$ cat config.mk
export PLATFORM = sky130hd
export DESIGN_NAME = mc_main_control_flat
export DESIGN_NICKNAME = d
export VERILOG_FILES = /design/src/rtl/mc_main_control_if.sv /design/src/rtl/mc_main_control.sv /design/src/flat_wrapper.sv
export SDC_FILE = /design/constraint.sdc
export NUM_CORES = 1
export LEC_CHECK = 0
export BUFFER_PORTS_ARGS = -buffer_cell sky130_fd_sc_hd__buf_2
export CAP_MARGIN = 10
export CORE_MARGIN = 2
export CORE_UTILIZATION = 47
export CTS_BUF_LIST = sky130_fd_sc_hd__clkbuf_8
export DETAILED_ROUTE_END_ITERATION = 10
export GPL_ROUTABILITY_DRIVEN = 0
export HOLD_SLACK_MARGIN = 0.03
export PLACE_DENSITY = 0.82
export SYNTH_ARGS = -nofsm -noshare
export SYNTH_HDL_FRONTEND = slang
export SYNTH_SLANG_ARGS = --single-unit
export TNS_END_PERCENT = 50
$ cat constraint.sdc
create_clock -name clk -period 1.61 [get_ports clk]
set_input_delay 0.322 -clock clk [delete_from_list [all_inputs] [get_ports clk]]
set_output_delay 0.322 -clock clk [all_outputs]
set_load 0.005 [all_outputs]
$ cat src/rtl/mc_main_control_if.sv
// Controller-to-datapath bundle for the multi-cycle main control FSM:
// the opcode/memory-ready inputs and every control strobe or select it drives.
interface mc_main_control_if;
    logic [5:0] opcode;
    logic       mem_ready;

    logic       PCWrite;
    logic       PCWriteCond;
    logic       IorD;
    logic       MemRead;
    logic       MemWrite;
    logic       IRWrite;
    logic       MemtoReg;
    logic       RegDst;
    logic       RegWrite;
    logic       ALUSrcA;
    logic [1:0] ALUSrcB;
    logic [1:0] Aluop;
    logic [1:0] PCSource;
    logic       illegal_op;
    logic [3:0] state_dbg;

    // Controller side
    modport slave (
        input  opcode, mem_ready,
        output PCWrite, PCWriteCond, IorD, MemRead, MemWrite, IRWrite,
               MemtoReg, RegDst, RegWrite, ALUSrcA, ALUSrcB, Aluop,
               PCSource, illegal_op, state_dbg
    );

    // Datapath side
    modport master (
        output opcode, mem_ready,
        input  PCWrite, PCWriteCond, IorD, MemRead, MemWrite, IRWrite,
               MemtoReg, RegDst, RegWrite, ALUSrcA, ALUSrcB, Aluop,
               PCSource, illegal_op, state_dbg
    );
endinterface

$ cat src/rtl/mc_main_control.sv
// Moore-style main control FSM for a multi-cycle MIPS-like datapath.
// Memory states optionally stall on mem_ready; DECODE flags unsupported opcodes.
module mc_main_control #(
    parameter bit MEM_HANDSHAKE = 1'b1
) (
    input  logic               clk,
    input  logic               reset,
    mc_main_control_if.slave   bus
);

    typedef enum logic [3:0] {
        IDLE      = 4'd0,
        FETCH     = 4'd1,
        DECODE    = 4'd2,
        MEMADR    = 4'd3,
        MEMRD     = 4'd4,
        MEMWB     = 4'd5,
        MEMWR     = 4'd6,
        EXEC      = 4'd7,
        ALUWB     = 4'd8,
        BRANCH    = 4'd9,
        ADDIEX    = 4'd10,
        ADDIWB    = 4'd11,
        ORIEX     = 4'd12,
        ORIWB     = 4'd13,
        JUMP      = 4'd14,
        UNUSED_ST = 4'd15
    } state_t;

    localparam logic [5:0] OP_RTYPE = 6'b000000;
    localparam logic [5:0] OP_LW    = 6'b100011;
    localparam logic [5:0] OP_SW    = 6'b101011;
    localparam logic [5:0] OP_BEQ   = 6'b000100;
    localparam logic [5:0] OP_ADDI  = 6'b001000;
    localparam logic [5:0] OP_ORI   = 6'b001101;
    localparam logic [5:0] OP_J     = 6'b000010;

    localparam logic [1:0] SRCB_REG  = 2'b00;
    localparam logic [1:0] SRCB_FOUR = 2'b01;
    localparam logic [1:0] SRCB_IMM  = 2'b10;
    localparam logic [1:0] SRCB_BOFS = 2'b11;

    localparam logic [1:0] ALU_ADD   = 2'b00;
    localparam logic [1:0] ALU_SUB   = 2'b01;
    localparam logic [1:0] ALU_FUNCT = 2'b10;
    localparam logic [1:0] ALU_ORI   = 2'b11;

    localparam logic [1:0] PCS_ALU    = 2'b00;
    localparam logic [1:0] PCS_ALUOUT = 2'b01;
    localparam logic [1:0] PCS_JUMP   = 2'b10;

    state_t state;
    state_t state_next;

    logic ready;

    logic       pc_write;
    logic       pc_write_cond;
    logic       i_or_d;
    logic       mem_read;
    logic       mem_write;
    logic       ir_write;
    logic       mem_to_reg;
    logic       reg_dst;
    logic       reg_write;
    logic       alu_src_a;
    logic [1:0] alu_src_b;
    logic [1:0] alu_op;
    logic [1:0] pc_source;
    logic       illegal;

    // With the handshake disabled every memory access completes in one cycle.
    assign ready = MEM_HANDSHAKE ? bus.mem_ready : 1'b1;

    always_ff @(posedge clk) begin
        if (reset) begin
            state <= IDLE;
        end else begin
            state <= state_next;
        end
    end

    always_comb begin
        state_next    = state;
        pc_write      = 1'b0;
        pc_write_cond = 1'b0;
        i_or_d        = 1'b0;
        mem_read      = 1'b0;
        mem_write     = 1'b0;
        ir_write      = 1'b0;
        mem_to_reg    = 1'b0;
        reg_dst       = 1'b0;
        reg_write     = 1'b0;
        alu_src_a     = 1'b0;
        alu_src_b     = SRCB_REG;
        alu_op        = ALU_ADD;
        pc_source     = PCS_ALU;
        illegal       = 1'b0;

        case (state)
            IDLE: begin
                state_next = FETCH;
            end

            // PC+4 is computed every FETCH cycle but only committed with the IR.
            FETCH: begin
                mem_read  = 1'b1;
                alu_src_b = SRCB_FOUR;
                if (ready) begin
                    ir_write   = 1'b1;
                    pc_write   = 1'b1;
                    state_next = DECODE;
                end
            end

            // Branch target is precomputed here so BRANCH only has to compare.
            DECODE: begin
                alu_src_b = SRCB_BOFS;
                case (bus.opcode)
                    OP_RTYPE:      state_next = EXEC;
                    OP_LW, OP_SW:  state_next = MEMADR;
                    OP_BEQ:        state_next = BRANCH;
                    OP_ADDI:       state_next = ADDIEX;
                    OP_ORI:        state_next = ORIEX;
                    OP_J:          state_next = JUMP;
                    default: begin
                        illegal    = 1'b1;
                        state_next = FETCH;
                    end
                endcase
            end

            MEMADR: begin
                alu_src_a  = 1'b1;
                alu_src_b  = SRCB_IMM;
                state_next = (bus.opcode == OP_LW) ? MEMRD : MEMWR;
            end

            MEMRD: begin
                mem_read = 1'b1;
                i_or_d   = 1'b1;
                if (ready) begin
                    state_next = MEMWB;
                end
            end

            MEMWB: begin
                reg_write  = 1'b1;
                mem_to_reg = 1'b1;
                state_next = FETCH;
            end

            MEMWR: begin
                mem_write = 1'b1;
                i_or_d    = 1'b1;
                if (ready) begin
                    state_next = FETCH;
                end
            end

            EXEC: begin
                alu_src_a  = 1'b1;
                alu_op     = ALU_FUNCT;
                state_next = ALUWB;
            end

            ALUWB: begin
                reg_write  = 1'b1;
                reg_dst    = 1'b1;
                state_next = FETCH;
            end

            BRANCH: begin
                alu_src_a     = 1'b1;
                alu_op        = ALU_SUB;
                pc_write_cond = 1'b1;
                pc_source     = PCS_ALUOUT;
                state_next    = FETCH;
            end

            ADDIEX: begin
                alu_src_a  = 1'b1;
                alu_src_b  = SRCB_IMM;
                state_next = ADDIWB;
            end

            ORIEX: begin
                alu_src_a  = 1'b1;
                alu_src_b  = SRCB_IMM;
                alu_op     = ALU_ORI;
                state_next = ORIWB;
            end

            ADDIWB, ORIWB: begin
                reg_write  = 1'b1;
                state_next = FETCH;
            end

            JUMP: begin
                pc_write   = 1'b1;
                pc_source  = PCS_JUMP;
                state_next = FETCH;
            end

            // The spare encoding behaves like IDLE so a corrupted state recovers.
            default: begin
                state_next = FETCH;
            end
        endcase
    end

    assign bus.PCWrite     = pc_write;
    assign bus.PCWriteCond = pc_write_cond;
    assign bus.IorD        = i_or_d;
    assign bus.MemRead     = mem_read;
    assign bus.MemWrite    = mem_write;
    assign bus.IRWrite     = ir_write;
    assign bus.MemtoReg    = mem_to_reg;
    assign bus.RegDst      = reg_dst;
    assign bus.RegWrite    = reg_write;
    assign bus.ALUSrcA     = alu_src_a;
    assign bus.ALUSrcB     = alu_src_b;
    assign bus.Aluop       = alu_op;
    assign bus.PCSource    = pc_source;
    assign bus.illegal_op  = illegal;
    assign bus.state_dbg   = state;

endmodule

$ cat src/flat_wrapper.sv
// flat-port wrapper written by rule: the top's interface ports become plain ports
module mc_main_control_flat 
#(
    parameter bit MEM_HANDSHAKE = 1'b1
)
  (clk, reset, bus_opcode, bus_mem_ready, bus_PCWrite, bus_PCWriteCond, bus_IorD, bus_MemRead, bus_MemWrite, bus_IRWrite, bus_MemtoReg, bus_RegDst, bus_RegWrite, bus_ALUSrcA, bus_ALUSrcB, bus_Aluop, bus_PCSource, bus_illegal_op, bus_state_dbg);
  mc_main_control_if bus_i ();
  input  logic clk;
  input  logic reset;
  input wire logic [$bits(bus_i.opcode)-1:0] bus_opcode;
  input wire logic [$bits(bus_i.mem_ready)-1:0] bus_mem_ready;
  output wire logic [$bits(bus_i.PCWrite)-1:0] bus_PCWrite;
  output wire logic [$bits(bus_i.PCWriteCond)-1:0] bus_PCWriteCond;
  output wire logic [$bits(bus_i.IorD)-1:0] bus_IorD;
  output wire logic [$bits(bus_i.MemRead)-1:0] bus_MemRead;
  output wire logic [$bits(bus_i.MemWrite)-1:0] bus_MemWrite;
  output wire logic [$bits(bus_i.IRWrite)-1:0] bus_IRWrite;
  output wire logic [$bits(bus_i.MemtoReg)-1:0] bus_MemtoReg;
  output wire logic [$bits(bus_i.RegDst)-1:0] bus_RegDst;
  output wire logic [$bits(bus_i.RegWrite)-1:0] bus_RegWrite;
  output wire logic [$bits(bus_i.ALUSrcA)-1:0] bus_ALUSrcA;
  output wire logic [$bits(bus_i.ALUSrcB)-1:0] bus_ALUSrcB;
  output wire logic [$bits(bus_i.Aluop)-1:0] bus_Aluop;
  output wire logic [$bits(bus_i.PCSource)-1:0] bus_PCSource;
  output wire logic [$bits(bus_i.illegal_op)-1:0] bus_illegal_op;
  output wire logic [$bits(bus_i.state_dbg)-1:0] bus_state_dbg;
  assign bus_i.opcode = bus_opcode;
  assign bus_i.mem_ready = bus_mem_ready;
  assign bus_PCWrite = bus_i.PCWrite;
  assign bus_PCWriteCond = bus_i.PCWriteCond;
  assign bus_IorD = bus_i.IorD;
  assign bus_MemRead = bus_i.MemRead;
  assign bus_MemWrite = bus_i.MemWrite;
  assign bus_IRWrite = bus_i.IRWrite;
  assign bus_MemtoReg = bus_i.MemtoReg;
  assign bus_RegDst = bus_i.RegDst;
  assign bus_RegWrite = bus_i.RegWrite;
  assign bus_ALUSrcA = bus_i.ALUSrcA;
  assign bus_ALUSrcB = bus_i.ALUSrcB;
  assign bus_Aluop = bus_i.Aluop;
  assign bus_PCSource = bus_i.PCSource;
  assign bus_illegal_op = bus_i.illegal_op;
  assign bus_state_dbg = bus_i.state_dbg;
  mc_main_control #(.MEM_HANDSHAKE(MEM_HANDSHAKE)) u_core (.clk(clk), .reset(reset), .bus(bus_i));
endmodule
==> impl_metrics.yaml <==
sta:
  rsz_0062_raised_after_global_routing: "true"
  slew_headroom_pct: 76.4
  timing.final.setup_violations: 0
  final-max-slew-violation-count: 0
  final.min_clock_period_ns: 1.57
  worst_pin_slew_ns: 0.350
  hold_viol: 0
  final.setup_skew_ns: 0.000870
  fmaxAchievable_mhz: 636
  final.period_utilization_pct: 97.6
cells_and_area:
  multiInputGateArea_um2: 470
  final_net_count: 134
  area_growth_syn_to_layout_pct: 32.8
  largest_register_ff_count: 4
  mostFrequentLayoutCells: "sky130_fd_sc_hd__buf_2 (29), sky130_fd_sc_hd__nor2_1 (10), sky130_fd_sc_hd__buf_4 (9)"
  final_common_cell: "sky130_fd_sc_hd__buf_2"
  final_cell_count_no_fill: 138
  layout-drive-gt1-share_pct: 41.5
  nFillCells: 130
  num_antenna_cells: 0
  ff_latch_area_um2: 92.6
power:
  vdd.ir_drop.worst_v: 0.000472
  total_leakage_power_nw: 0.397
  design_power_total_uw: 447
  p_per_area_mw_per_mm2: 525
cts:
  clock_sink_count: 4
  clock_insertion_delay_at_the_later_pin_of_the_skew_report_ns: 0.22
  cts_made_buffers: 3
  cts.reportedPaths.clkPinSlew_ns: 0.03
  cts-hold-fix-buffers: 0
  cts-root-buf: "sky130_fd_sc_hd__clkbuf_8"
  number_of_buffers_on_the_longest_clock_path: 2
  clock_tree_from_tritoncts: "yes"
  cts-htree-levels: 1
min_path:
  hold_path.class: "in -> reg"
logic_synthesis:
  postSynthAreaPerCell_um2: 6.82
  post_synth_inst_count: 94
  synth-warning-count: 0
  post_synth_instance_area_um2: 641
  postSynthRegisterBits: 4
  netlist-cell-type-count: 36
  synth_sequential_area_ratio_pct: 12.5
  mappedNetlistNets: 103
run_status:
  run_status: "finished, final reports clean"
global_route:
  grt_antenna_before_repair: 0
  gr-total-overflow: 0
  globalRouteTotalUtil_pct: 23.8
  wire_length_of_the_first_global_routing_pass_mm: 2.61
  grt_max_degree: 13
  number_of_global_route_vias_before_repair: 632
place:
  dp_hpwl_mm: 1.33
  port_buffers: 29
  numPlacedInstances: 135
floorplanning:
  dieWidth_um: 40.9
  die_y_um: 40.9
  core-area_mm2: 0.00128
  initial_utilization_pct: 49.9
  ios: 30
  die_area_mm2: 0.00167
  placementRows: 13
drt:
  via_per_inst: 5.90
  drcViolationCount: 0
  wl_mm: 1.77
  via_count: 814
  detail_route.first_pass.iterations: 5
  ant_nets: 0
  detailedRoute.firstIterationViolations: 18
  routedWlPerCell_um: 12.8
worst_setup_path:
  worst_setup_path_start_kind: "flop"
  critical_path_peak_fanout: 10
  worstSetupPathType: "reg -> out"
  critPathArrivalTime_ns: 1.25
  worst-endpoint-required_ns: 1.29
  endpoint_kind: "primary output"
job:
  drv_cap: 0
## Yosys cell counts, drive strengths merged
cell type | count | area [um2]
buf | 12 | 90.1
nor2 | 12 | 45.0
o21ai | 8 | 40.0
nand2b | 5 | 31.3
dfxtp | 4 | 80.1
inv | 4 | 15.0
nand2 | 4 | 15.0
nand3 | 4 | 20.0
nor3 | 4 | 25.0
o22ai | 4 | 25.0
a31oi | 3 | 18.8
and3 | 3 | 18.8
xnor2 | 3 | 26.3
a21oi | 2 | 10.0
and2 | 2 | 12.5
nor4 | 2 | 12.5
o31ai | 2 | 15.0
a211oi | 1 | 7.51
a21boi | 1 | 7.51
a22oi | 1 | 7.51
a41oi | 1 | 8.76
and4b | 1 | 10.0
mux2i | 1 | 10.0
nand4b | 1 | 8.76
nor2b | 1 | 6.26
o2111a | 1 | 11.3
o2111ai | 1 | 8.76
o21a | 1 | 7.51
o221ai | 1 | 8.76
o311ai | 1 | 8.76
o32ai | 1 | 8.76
o41ai | 1 | 8.76
or2b | 1 | 11.3
## area by class of cell
cell class                      instances  area share (%)
Clock buffer                            3            4.85
Tap cell                               15            2.21
Multi-Input combinational cell         74            55.3
Timing Repair Buffer                   38            25.0
Sequential cell                         4            10.9
Inverter                                4            1.76
## critical path: stages, from the launching register on
cell and delay [ns]:
sky130_fd_sc_hd__dfxtp_4 0.37, sky130_fd_sc_hd__buf_4 0.16, sky130_fd_sc_hd__and2_1 0.15, sky130_fd_sc_hd__o32ai_1 0.20, sky130_fd_sc_hd__buf_2 0.15
## power by group
group | internal, mW | leakage (nW) | switching [mW]
combinational | 0.0571 | 0.340 | 0.0615
clock | 0.160 | 0.0216 | 0.0558
sequential | 0.101 | 0.0352 | 0.0115
## kinds of logic (layout without fill, tap and decap cells)
kind of cell           after synthesis  count (layout)  share of synthesized area, %
AND/OR/NAND/NOR                     40              40                          33.8
flip-flops                           4               4                          12.5
XOR/XNOR                             3               3                          4.10
buffers and inverters               16              45                          16.4
AO/OA/AOI/OAI                       30              30                          31.6
multiplexers                         1               1                          1.56
## through the flow
step | hold WS (ns) | util [%] | instance area [um2] | setup WS, ns | setup TNS [ns]
5_1_grt | 0.348 | 66.2 | 851 | -0.0174 | -0.0262
2_1_floorplan | 0.391 | - | 641 | 0.255 | 0
6_report | 0.332 | 66.2 | 851 | 0.0382 | 0
3_5_place_dp | 0.564 | 60.9 | 782 | 0.133 | 0
4_1_cts | 0.329 | 64.4 | 827 | 0.0223 | 0
3_3_place_gp | 0.565 | 60.9 | 782 | 0.144 | 0
## timing repair
| item | CTS | global route |
|---|---|---|
| setup buffers | 0 | 0 |
| endpoints found under the hold margin | 0 | 0 |
| setup endpoints to repair | 13 | 9 |
| gates resized for setup | 3 | 8 |
## layer usage
layer	vias up	track usage, %	share of wire (%)
li1	407	-	-
met4	0	9.17	1.4
met5	-	0	0
met1	365	27.7	42
met3	2	4.89	7.9
met2	40	41.8	49
## final timing paths
| check | start | to | slack (ns) | cells after the start |
|---|---|---|---|---|
| max | u_core.bus.state_dbg[3]$_SDFFE_PP0P_ | bus_ALUSrcB[1] | 0.04 | 4 |
| max reg2reg | u_core.bus.state_dbg[0]$_SDFFE_PP0P_ | u_core.bus.state_dbg[1]$_SDFFE_PP0P_ | 0.40 | 3 |
| min reg2reg | u_core.bus.state_dbg[3]$_SDFFE_PP0P_ | u_core.bus.state_dbg[0]$_SDFFE_PP0P_ | 0.57 | 2 |
| min | reset | u_core.bus.state_dbg[0]$_SDFFE_PP0P_ | 0.33 | 2 |
Power figures use the tool's default switching activity.
